===== src/rtl/adsr_envelope_if.sv =====
// Signal-path bundle for the ADSR amplitude stage: note gate and summed
// waveform in, enveloped signal and envelope status out.
interface adsr_envelope_if;
    logic        gate;
    logic [15:0] sig_in;
    logic [15:0] sig_out;
    logic [15:0] env;
    logic        env_active;

    modport master (
        output gate,
        output sig_in,
        input  sig_out,
        input  env,
        input  env_active
    );

    modport slave (
        input  gate,
        input  sig_in,
        output sig_out,
        output env,
        output env_active
    );
endinterface


===== src/rtl/adsr_envelope.sv =====
// ADSR envelope generator and amplitude scaler: shapes the summed waveform
// with a tick-driven attack/decay/sustain/release level.
module adsr_envelope #(
    parameter int unsigned TICK_DIV      = 1000,
    parameter logic [15:0] ATTACK_STEP   = 16'h0100,
    parameter logic [15:0] DECAY_STEP    = 16'h0040,
    parameter logic [15:0] SUSTAIN_LEVEL = 16'hC000,
    parameter logic [15:0] RELEASE_STEP  = 16'h0080
) (
    input  logic           clk,
    input  logic           rst_n,
    adsr_envelope_if.slave bus
);

    typedef enum logic [2:0] {
        S_IDLE,
        S_ATTACK,
        S_DECAY,
        S_SUSTAIN,
        S_RELEASE
    } state_t;

    localparam logic [15:0] TICK_LAST = 16'(TICK_DIV - 1);

    logic [1:0]  sync_q;
    logic        gate_s;
    logic [15:0] cnt_q;
    logic        tick;
    state_t      state_q, state_d;
    logic [15:0] env_q, env_d;
    logic [16:0] att_sum, dec_diff, rel_diff;
    logic [15:0] sig_out_q;
    logic        env_active_q;

    // The gate comes straight from a button; only the second flop is trusted.
    always_ff @(posedge clk or negedge rst_n) begin
        if (!rst_n) sync_q <= '0;
        else        sync_q <= {sync_q[0], bus.gate};
    end
    assign gate_s = sync_q[1];

    always_ff @(posedge clk or negedge rst_n) begin
        if (!rst_n)    cnt_q <= '0;
        else if (tick) cnt_q <= '0;
        else           cnt_q <= cnt_q + 16'd1;
    end
    assign tick = (cnt_q == TICK_LAST);

    assign att_sum  = {1'b0, env_q} + {1'b0, ATTACK_STEP};
    assign dec_diff = {1'b0, env_q} - {1'b0, DECAY_STEP};
    assign rel_diff = {1'b0, env_q} - {1'b0, RELEASE_STEP};

    always_ff @(posedge clk or negedge rst_n) begin
        if (!rst_n) begin
            state_q <= S_IDLE;
            env_q   <= '0;
        end else begin
            state_q <= state_d;
            env_q   <= env_d;
        end
    end

    // Gate-driven transitions win over level steps; a tick coinciding with
    // one is simply skipped.
    always_comb begin
        state_d = state_q;
        env_d   = env_q;
        case (state_q)
            S_IDLE: begin
                env_d = '0;
                if (gate_s) state_d = S_ATTACK;
            end
            S_ATTACK: begin
                if (!gate_s) begin
                    state_d = S_RELEASE;
                end else if (tick) begin
                    if (att_sum[16]) begin
                        env_d   = 16'hFFFF;
                        state_d = S_DECAY;
                    end else begin
                        env_d = att_sum[15:0];
                    end
                end
            end
            S_DECAY: begin
                if (!gate_s) begin
                    state_d = S_RELEASE;
                end else if (tick) begin
                    if (dec_diff[16] || dec_diff[15:0] <= SUSTAIN_LEVEL) begin
                        env_d   = SUSTAIN_LEVEL;
                        state_d = S_SUSTAIN;
                    end else begin
                        env_d = dec_diff[15:0];
                    end
                end
            end
            S_SUSTAIN: begin
                if (!gate_s) state_d = S_RELEASE;
            end
            S_RELEASE: begin
                if (gate_s) begin
                    state_d = S_ATTACK;
                end else if (tick) begin
                    if (env_q <= RELEASE_STEP) begin
                        env_d   = '0;
                        state_d = S_IDLE;
                    end else begin
                        env_d = rel_diff[15:0];
                    end
                end
            end
            default: begin
                state_d = S_IDLE;
                env_d   = '0;
            end
        endcase
    end

    // Upper half of the 16x16 product keeps full scale at env=0xFFFF.
    always_ff @(posedge clk or negedge rst_n) begin
        if (!rst_n) begin
            sig_out_q    <= '0;
            env_active_q <= 1'b0;
        end else begin
            sig_out_q    <= 16'((32'(bus.sig_in) * 32'(env_q)) >> 16);
            env_active_q <= (state_d != S_IDLE);
        end
    end

    assign bus.sig_out    = sig_out_q;
    assign bus.env        = env_q;
    assign bus.env_active = env_active_q;

endmodule


===== src/flat_wrapper.sv =====
// flat-port wrapper written by rule: the top's interface ports become plain ports
module adsr_envelope_flat 
#(
    parameter int unsigned TICK_DIV      = 1000,
    parameter logic [15:0] ATTACK_STEP   = 16'h0100,
    parameter logic [15:0] DECAY_STEP    = 16'h0040,
    parameter logic [15:0] SUSTAIN_LEVEL = 16'hC000,
    parameter logic [15:0] RELEASE_STEP  = 16'h0080
)
  (clk, rst_n, bus_gate, bus_sig_in, bus_sig_out, bus_env, bus_env_active);
  adsr_envelope_if bus_i ();
  input  logic clk;
  input  logic rst_n;
  input wire logic [$bits(bus_i.gate)-1:0] bus_gate;
  input wire logic [$bits(bus_i.sig_in)-1:0] bus_sig_in;
  output wire logic [$bits(bus_i.sig_out)-1:0] bus_sig_out;
  output wire logic [$bits(bus_i.env)-1:0] bus_env;
  output wire logic [$bits(bus_i.env_active)-1:0] bus_env_active;
  assign bus_i.gate = bus_gate;
  assign bus_i.sig_in = bus_sig_in;
  assign bus_sig_out = bus_i.sig_out;
  assign bus_env = bus_i.env;
  assign bus_env_active = bus_i.env_active;
  adsr_envelope #(.TICK_DIV(TICK_DIV), .ATTACK_STEP(ATTACK_STEP), .DECAY_STEP(DECAY_STEP), .SUSTAIN_LEVEL(SUSTAIN_LEVEL), .RELEASE_STEP(RELEASE_STEP)) u_core (.clk(clk), .rst_n(rst_n), .bus(bus_i));
endmodule

===== config.mk =====
export PLATFORM = sky130hd
export DESIGN_NAME = adsr_envelope_flat
export DESIGN_NICKNAME = d
export VERILOG_FILES = /design/src/rtl/adsr_envelope_if.sv /design/src/rtl/adsr_envelope.sv /design/src/flat_wrapper.sv
export SDC_FILE = /design/constraint.sdc
export NUM_CORES = 1
export LEC_CHECK = 0
export ABC_CLOCK_PERIOD_IN_PS = 8700
export BUFFER_PORTS_ARGS = -buffer_cell sky130_fd_sc_hd__buf_4
export CORE_AREA = 2 2 177 136
export CTS_BUF_LIST = sky130_fd_sc_hd__clkbuf_16
export DETAILED_ROUTE_END_ITERATION = 8
export DIE_AREA = 0 0 179 138
export PLACE_DENSITY_LB_ADDON = 0.1
export SLEW_MARGIN = 10
export SYNTH_ARGS = -nofsm -noshare
export SYNTH_HDL_FRONTEND = slang
export SYNTH_SLANG_ARGS = --single-unit
export TNS_END_PERCENT = 5

===== constraint.sdc =====
create_clock -name clk -period 8.7 [get_ports clk]
set_input_delay 0.435 -clock clk [delete_from_list [all_inputs] [get_ports clk]]
set_output_delay 0.435 -clock clk [all_outputs]
set_load 0.01 [all_outputs]

# --- Yosys cells after proc, flatten, opt, wreduce, memory -nomap -nowiden ---
# Index checks and enable logic that the tools add are counted.
word_totals:
  regBits: 54
classes:
  add_sub_neg: 4
  mul: 1
  n_lt_le_gt_ge: 2
  n_eq_ne: 11
  mux: 23
  n_bitwise: 1
  n_reduce_logical: 4
op_table:
  columns: ["operator", "count"]
  rows:
  - ["16-bit two-way mux", 10]
  - ["16-bit case mux with 4 select lines", 1]
  - ["3-bit two-way mux", 11]
  - ["16-bit by 16-bit multiplier with 32-bit output", 1]
  - ["16-bit by 9-bit adder with 17-bit output, second input constant", 1]
  - ["16-bit by 7-bit subtractor with 17-bit output, second input constant", 1]
  - ["16-bit by 1-bit adder with 16-bit output, second input constant", 1]
  - ["16-bit by 10-bit equality test with 1-bit output, second input constant", 1]
  - ["16-bit less-or-equal comparator, second input constant", 1]
  - ["16-bit by 8-bit less-or-equal comparator with 1-bit output, second input constant", 1]
  - ["16-bit by 8-bit subtractor with 16-bit output, second input constant", 1]
  - ["3-bit case mux with 5 select lines", 1]
  - ["2-bit by 1-bit inequality test with 1-bit output, second input constant", 5]
  - ["7-bit AND reduction", 1]
  - ["3-bit by 2-bit equality test with 1-bit output, second input constant", 2]
  - ["3-bit by 1-bit equality test with 1-bit output, second input constant", 1]
  - ["3-bit equality test, second input constant", 1]
  - ["3-bit zero test", 1]
  - ["3-bit nonzero test", 1]
  - ["2-bit inequality test, second input constant", 1]
  - ["1-bit logical OR", 1]
  - ["1-bit inverter", 1]

# --- Longest topological paths before layout ---
# Gate-level depths: netlist of run 1.
depth:
  depth_word: 8
  depth_mapped: 25

# --- Worst setup path after synthesis of run 1 ---
# No wires, ideal clock.
synth_path:
  path_type: "reg-to-reg"
  from: "register u_core.env_q[8] (netlist: u_core.bus.env[8])"
  to: "register u_core.sig_out_q[15] (netlist: u_core.bus.sig_out[15])"
  setup_ns: 0.080
  arrival_time_ns: 6.363
  t_required_ns: 8.620
  slack_ns: 2.257
  stages_incl_launch_ff: 24
  period_less_slack_ns: 6.443
  path_cell_list: "dfrtp_1 clkbuf_1 clkbuf_1 nand2_1 fa_1 inv_1 fa_1 inv_1 fa_1 inv_1 fa_1 fa_1 inv_1 fa_1 inv_1 ha_1 a21o_1 a221oi_1 a2bb2oi_1 a41o_1 a31oi_1 a21o_1 o41ai_1 xnor2_1"
synth_between:
  elab_chain_len: 1
synth_lines:
  columns: ["item", "line_no", "text"]
  rows:
  - ["start, declared", "adsr_envelope.sv:30", "logic [15:0] env_q, env_d;"]
  - ["start signal, assigned", "adsr_envelope.sv:59", "env_q <= env_d;"]
  - ["16-bit by 16-bit multiplier with 32-bit output", "adsr_envelope.sv:125", "sig_out_q <= 16'((32'(bus.sig_in) * 32'(env_q)) >> 16);"]
  - ["end signal, assigned", "adsr_envelope.sv:125", null]
  - ["end, declared", "adsr_envelope.sv:32", "logic [15:0] sig_out_q;"]
# Every way passes these cells.
# A chain may end at the register's enable or synchronous reset.

# --- Worst setup path in the final report of run 1 ---
layout_path:
  from: "register u_core.env_q[4] (netlist: u_core.bus.env[4])"
  to: "register u_core.sig_out_q[15] (netlist: u_core.bus.sig_out[15])"
# The elaborated chain is that of the path after synthesis.

==> summary.txt, run 1 <==
Logic synthesis
  – Top_reg_cell synth: dfrtp_1
  – Register area share after synthesis: between 10 and 15%
  – Synthesis warning total: 0
  – Post-synth ARST share: 100%
  – Top cells by area, synth: fa_1 38%, ha_1 13%, dfrtp_1 12%
  – Synthesized net count: around 1400
  – Leading area contributor after synthesis: fa_1
  – Syn Area/Cell: 9.11 um^2
  – Post-synthesis cell count: around 1100
  – Flip-flop and latch count after synthesis: between 40 and 50
  – Distinct cell type count after synthesis: 62
  – Number of synthesized flops with an enable pin: 0
  – Post-synth top area share: 37.9%
  – Synthesized area: around 10000 um^2

STA
  – Headroom to the max-slew limit: 20.1%
  – Fin crit share: 81.9%
  – Fin. Hold Viols: 0
  – Setup ws final: between 1.5 and 2 ns
  – Final setup fails: 0
  – RSZ-0062 raised after global routing: false
  – Final TNS setup: 0 ns
  – Min Clock Period, post-route: about 7.1 ns
  – Final-report max-slew violation count: 0
  – Clock Skew: 0.0115 ns
  – Fmax achieved: about 140 MHz
  – Pin slew with the least headroom to its limit: 1.20 ns

Setup path
  – Sequence of cells on the critical path: nand2_1 > fa_1 > fa_1 > inv_1 > fa_1 > fa_1 > fa_1 > inv_1 > fa_1 > inv_1 > ha_1 > a21o_1 > a221oi_1 > a2bb2oi_1 > a41o_1 > a31oi_1 > a21o_1 > o41ai_1 > xnor2_1
  – Crit-path slowest cell: dfrtp_1
  – Worst path arrival time: ~7.4 ns
  – Crit Path Class: reg2reg
  – Worst Setup Start Kind: flip-flop
  – CP endpoint kind: flip-flop
  – Crit-path max FO: 24
  – Req. time, crit path: 8.94 ns
  – Delay of the slowest critical-path stage: about 0.88 ns
  – Cell mode on critical path: fa_1

Floorplanning
  – Die height: ~140 um
  – Die area: approximately 25000 um^2
  – Core Area: ~23000 um^2
  – IO Pins: 52
  – Starting Density: 43.9%
  – Row count: 49
  – Die extent in x: about 180 um

GRT
  – First-pass GRT wire length: approximately 39000 um
  – Pin count of the biggest net entering global routing: 50
  – Vias in the first global route: a little over 7000
  – Initial antenna violation count: 0
  – GRT Overall Usage: between 20 and 25%
  – GRT Residual Overflow: 0

Drt
  – Antenna-violating nets left: 0
  – Routed vias/inst: 4.99
  – Met2 WL: approximately 10000 um
  – Via count: roughly 7200
  – Top sig layer: met4
  – DR WL met3: just under 900 um
  – Router iterations before antenna repair: 5
  – WL final: ~23000 um
  – Routed wire per std cell: 16.2 um
  – Drt drc: 0
  – Routed length on met1: around 12000 um
  – Starting DRC count in detailed routing: a little under 400

CTS
  – Post-CTS Hold Buffers: 0
  – Post_cts resized: 0
  – H-tree levels: 2
  – TritonCTS clock tree: done
  – Setup bufs post-CTS: 0
  – Root Driver: clkbuf_16
  – Num CTS Buffers: 5
  – Clock tree buffer depth: 2
  – Reg clk slew, reported paths: 0.09 ns
  – Clock latency on the worst-skew pair: roughly 0.33 ns
  – Clock tree sinks: 49

Place
  – Routability congestion estimate: around 0.80
  – # port buffers: 51
  – Post-place setup slack: roughly 1.6 ns
  – Post-DP HPWL: 18900 um

Flow run
  – Max-cap violations: 0

Finish
  – Fillers: around 2300
  – Layout Nets: about 1400
  – Layout cells sized above 1: a little over 7%
  – Most frequent cells in the layout: 254 x inv_1, 193 x fa_1, 139 x nand2_1, 108 x ha_1, 70 x and2_1
  – Synth-to-layout area growth: 7.30%
  – Leading cell type in the layout, fill and taps excluded: inv_1
  – Ant diodes: 0

Power and ir drop
  – Worst IR Drop VDD: ~81 uV
  – Leakage Power: around 0.006 uW
  – Pwr per Cell Area: roughly 110 nW/um^2

Min path
  – Worst min path class: in2async

Status
  – Status: finished, final reports clean
cell usage after synthesis (3+ instances only):
| cell | n |
|---|---|
| a211oi_1 | 3 |
| and3_1 | 7 |
| a21oi_1 | 26 |
| a21o_1 | 9 |
| o21ai_0 | 23 |
| inv_1 | 254 |
| xnor2_1 | 15 |
| clkbuf_1 | 47 |
| dfrtp_1 | 49 |
| and2_1 | 70 |
| o21a_1 | 4 |
| nand2_1 | 139 |
| fa_1 | 193 |
| nor2_1 | 42 |
| xor2_1 | 17 |
| nand4b_1 | 3 |
| ha_1 | 108 |
| nand3_1 | 24 |
| a31oi_1 | 4 |
| nand2b_1 | 7 |
| nor2b_1 | 4 |
| buf_4 | 5 |
| nor3_1 | 14 |
power breakdown:
group	switching, uW	leakage [uW]	internal (uW)
logic	407	0.00523	301
registers	37.2	0.000642	261
clock network	117	0.0000763	111
area by class of cell:
class                           instances  area, um^2  share of cell area, %
Multi-Input combinational cell        761        7790                   71.2
Clock inverter                          3        28.8                  0.263
Inverter                              254         953                   8.72
Tap cell                              306         383                   3.50
Timing Repair Buffer                   58         435                   3.98
Sequential cell                        49        1230                   11.2
Clock buffer                            5         125                   1.14
cell families after synthesis:
logic type | share of synthesized area (%)
simple gates | 15.6
compound gates | 6.82
buf+inv | 11.6
fa+ha+maj | 51.2
flops | 12.0
mux | 0.0982
xor+xnor | 2.75
layer usage:
layer	vias to the layer above	global-route usage [%]
met5	-	0
met4	0	3.34
met3	8	2.86
met2	122	30.2
met1	3611	32.4
li1	3419	-
sequential cells by signal (all words and copies together) (netlist names):
signal                 count
u_core.bus.env            11
u_core.bus.env_active      1
u_core.bus.sig_out        16
u_core.cnt_q              16
u_core.state_q             3
u_core.sync_q              2
final timing paths:
check	start	to	slack [ns]	depth (start not counted)
setup reg to reg	u_core.bus.env[4]	u_core.bus.sig_out[15]	1.58	19
hold / removal	rst_n	u_core.bus.sig_out[4]	0.12	1
max in group asynchronous	rst_n	u_core.bus.env[10]	8.07	1
setup / recovery	u_core.bus.env[4]	u_core.bus.sig_out[15]	1.58	19
hold reg to reg	u_core.sync_q[0]	u_core.sync_q[1]	0.35	0
min in group clk	bus_gate	u_core.sync_q[0]	0.22	1
worst max-delay path: cells and delay by family, from the launching register on:
kind | cells | cell delay, ns
AO/OA/AOI/OAI | 7 | 1.99
AND/OR/NAND/NOR | 1 | 0.41
flip-flops | 1 | 0.88
adder cells (fa/ha/maj) | 7 | 3.43
XOR/XNOR | 1 | 0.17
buffers and inverters | 3 | 0.14
stage by stage:
| step | instance area, um^2 | total power [uW] | hold slack [ns] | utilization, % | std cells |
|---|---|---|---|---|---|
| after global routing | 10900 | 1360 | 0.187 | 47.1 | 1436 |
| after CTS | 10900 | 1260 | 0.164 | 47.1 | 1436 |
| after detailed placement | 10800 | 1010 | 0.335 | 46.4 | 1428 |
| final | 10900 | 1230 | 0.122 | 47.1 | 1436 |
| after global placement | 10800 | 1020 | 0.339 | 46.4 | 1428 |
| after floorplan | 10200 | 791 | 0.139 | - | 1119 |
Power figures use the tool's default switching activity.
==> run 2, diff against run 1 <==
ABC_AREA = 1   (was unset)
ABC_CLOCK_PERIOD_IN_PS = 5800   (was 8700)
CORE_AREA = 2 2 185 142   (was 2 2 177 136)
DIE_AREA = 0 0 187 144   (was 0 0 179 138)
clock period = 5.8 ns   (was 8.7 ns; I/O delays follow)
==> run 2 against run 1 <==
Against the previous run: clock power up 34%; clock-buffer cell count unchanged; maximum frequency is 28% higher; largest cell class unchanged.
==> summary.txt, run 2 <==
Logic synthesis
  – Distinct cell type count after synthesis: 39 (was 62)
  – Syn Area/Cell: 7.67 um^2 (was 9.11 um^2)
  – Most numerous cell in the Yosys netlist: inv_1 (unchanged)
  – Post-synthesis cell count: 1455 (was 1119)
  – Leading area contributor after synthesis: fa_1 (unchanged)
  – Top cells by area, synth: fa_1 35%, inv_1 13%, ha_1 12% (was fa_1 38%, ha_1 13%, dfrtp_1 12%)
  – Post-synth top area share: 34.6% (was 37.9%)
  – Register area share after synthesis: 11.0% (was 12.0%)
  – Post-synth ARST share: 100% (unchanged)
  – Flip-flop and latch count after synthesis: 49 (unchanged)
  – Synthesized area: 11200 um^2 (was 10200 um^2)
  – Synthesis warning total: 0 (unchanged)
  – Number of synthesized flops with an enable pin: 0 (unchanged)
  – Post-synth top cells: 386 x inv_1, 359 x nand2_1, 193 x fa_1 (was 254 x inv_1, 193 x fa_1, 139 x nand2_1)
  – Synthesized net count: 1775 (was 1439)
  – Top_reg_cell synth: dfrtp_1 (unchanged)

Finish
  – Leading cell type in the layout, fill and taps excluded: inv_1 (unchanged)
  – Layout cells sized above 1: 8.92% (was 7.26%)
  – Most frequent cells in the layout: 386 x inv_1, 357 x nand2_1, 193 x fa_1, 106 x ha_1, 85 x buf_4 (was 254 x inv_1, 193 x fa_1, 139 x nand2_1, 108 x ha_1, 70 x and2_1)
  – Multi-input logic area: 8310 um^2 (was 7790 um^2)
  – Synth-to-layout area growth: 9.75% (was 7.30%)
  – Reg area: 1230 um^2 (about the same)
  – Non-filler instance count after layout: 1846 (was 1436)
  – Design Area, Final: 12300 um^2 (was 10900 um^2)
  – Layout Nets: 1822 (was 1449)
  – Fillers: 2550 (was 2265)
  – Ant diodes: 0 (unchanged)

Place
  – Placed cell area: 12000 um^2 (was 10800 um^2)
  – Post-place setup slack: 0.0272 ns (was 1.55 ns)
  – # port buffers: 51 (unchanged)
  – Post-DP HPWL: 23800 um (was 18900 um)
  – Placed cells: 1837 (was 1428)
  – Routability congestion estimate: 0.893 (was 0.795)

GRT
  – GRT Residual Overflow: 0 (unchanged)
  – Initial antenna violation count: 0 (unchanged)
  – First-pass GRT wire length: 46200 um (was 39200 um)
  – GRT Overall Usage: 21.7% (was 20.5%)
  – Pin count of the biggest net entering global routing: 50 (unchanged)
  – Vias in the first global route: 8628 (was 7269)

Floorplanning
  – Die extent in x: 187 um (was 179 um)
  – Starting Density: 44.1% (was 43.9%)
  – Core Area: 25300 um^2 (was 23200 um^2)
  – Row count: 51 (was 49)
  – Die area: 26900 um^2 (was 24700 um^2)
  – Die height: 144 um (was 138 um)
  – IO Pins: 52 (unchanged)

STA
  – Min Clock Period, post-route: 5.58 ns (was 7.12 ns)
  – Hold WS: 0.00693 ns (was 0.122 ns)
  – Fin. Hold Viols: 0 (unchanged)
  – Fin crit share: 96.2% (was 81.9%)
  – RSZ-0062 raised after global routing: true (was false)
  – Setup ws final: 0.222 ns (was 1.58 ns)
  – Final setup fails: 0 (unchanged)
  – Clock Skew: 0.0130 ns (was 0.0115 ns)
  – Pin slew with the least headroom to its limit: 0.694 ns (was 1.20 ns)
  – Final-report max-slew violation count: 0 (unchanged)
  – Fmax achieved: 179 MHz (was 140 MHz)
  – Headroom to the max-slew limit: 53.7% (was 20.1%)

Drt
  – Drt drc: 0 (unchanged)
  – Routed vias/inst: 4.86 (was 4.99)
  – Antenna-violating nets left: 0 (unchanged)
  – Router iterations before antenna repair: 6 (was 5)
  – WL final: 27500 um (was 23300 um)
  – Routed wire per std cell: 14.9 um (was 16.2 um)
  – Via count: 8970 (was 7160)
  – Starting DRC count in detailed routing: 591 (was 395)

CTS
  – TritonCTS clock tree: done (unchanged)
  – Reg clk slew, reported paths: 0.07 ns (was 0.09 ns)
  – Root Driver: clkbuf_16 (unchanged)
  – H-tree levels: 2 (unchanged)
  – Clock tree sinks: 49 (unchanged)
  – Clock tree buffer depth: 2 (unchanged)
  – Clock latency on the worst-skew pair: 0.31 ns (was 0.33 ns)
  – Num CTS Buffers: 5 (unchanged)

Setup path
  – Req. time, crit path: 6.01 ns (was 8.94 ns)
  – CP endpoint kind: flip-flop (unchanged)
  – Crit Path Class: reg2reg (unchanged)
  – Crit-path max FO: 10 (was 24)
  – Worst Setup Start Kind: flip-flop (unchanged)
  – Worst path arrival time: 5.78 ns (was 7.37 ns)

Power and ir drop
  – Pwr per Cell Area: 276 nW/um^2 (was 113 nW/um^2)
  – Leakage Power: 0.00731 uW (was 0.00595 uW)
  – Tot Pwr: 3380 uW (was 1230 uW)
  – Worst IR Drop VDD: 151 uV (was 81.1 uV)

Min path
  – Worst min path class: in2async (unchanged)

Flow run
  – Max-cap violations: 0 (unchanged)

Status
  – Status: finished, final reports clean (unchanged)
[run 2: cell types whose count changed in the layout (fill, tap and decap cells not counted), sizes merged, moves of 9 or more]
cell	change
a21oi	+13
and2	-70
o21ai	+15
buf	+29
xnor2	-9
nand3	+24
nand2	+222
inv	+137
nor2	+44
nand4	+9
[run 2: area by class of cell]
class	instances	area share, %
Timing Repair Buffer	87	5.41
Multi-Input combinational cell	966	67.8
Clock buffer	5	1.02
Sequential cell	49	10.0
Inverter	393	12.0
Tap cell	344	3.51
Clock inverter	2	0.133
[run 2: layer usage]
layer | global-route usage, % | vias to the layer above | part of all wire [%] | routed length, um
met4 | 2.59 | 0 | 0.58 | 160
met1 | 35.3 | 4387 | 54 | 14700
met3 | 3.18 | 10 | 5.0 | 1360
li1 | - | 4386 | - | -
met5 | 0 | - | 0 | 0
met2 | 31.1 | 187 | 41 | 11200
[run 2: stage by stage]
step           utilization (%)  TNS [ns]
2_1_floorplan                -         0
3_3_place_gp              47.4         0
5_1_grt                   48.4    -0.233
3_5_place_dp              47.4         0
6_report                  48.4         0
4_1_cts                   47.9         0
[run 2: what timing repair did]
action	CTS	global route
buffers inserted	0	2
hold buffers	0	0
setup endpoints to repair	0	16
resized for setup	0	22
[run 2: report_power, final]
group / switching (uW) / internal, uW / leakage, uW
combinational: 1600 / 987 / 0.00659
clock: 147 / 159 / 0.0000659
sequential: 77.4 / 406 / 0.000648
total: 1820 / 1550 / 0.00731
[run 2: worst paths after layout]
| check | from | endpoint | slack [ns] | cells after the start |
|---|---|---|---|---|
| min | rst_n | u_core.bus.sig_out[13] | 0.007 | 1 |
| min reg2reg | u_core.sync_q[0] | u_core.sync_q[1] | 0.35 | 0 |
| max reg2reg | u_core.bus.env[12] | u_core.bus.sig_out[14] | 0.22 | 19 |
| max in group asynchronous | rst_n | u_core.bus.env[4] | 5.26 | 1 |
| max | u_core.bus.env[12] | u_core.bus.sig_out[14] | 0.22 | 19 |
| min in group clk | bus_gate | u_core.sync_q[0] | 0.09 | 1 |
[run 2: cell families after synthesis]
kind of cell,after synthesis,synth area share [%]
AOI/OAI and AO/OA,115,5.94
xor gates and xnor gates,21,1.65
adders and majority gates,301,46.7
buffers and inverters,440,15.2
DFF,49,11.0
and+or+nand+nor,529,19.5
[run 2: critical path, cell delays in order, from the launching register on]
cell and delay, ns:
dfrtp_1 0.67, buf_4 0.26, nand2_1 0.06, inv_1 0.06, fa_1 0.44, fa_1 0.54
inv_1 0.05, fa_1 0.48, inv_1 0.05, fa_1 0.49, fa_1 0.41, ha_1 0.29
ha_1 0.39, nand2_1 0.13, nor2_1 0.15, inv_1 0.11, nor4_1 0.45, nand3_1 0.25
nand3_1 0.14, nand2_1 0.05
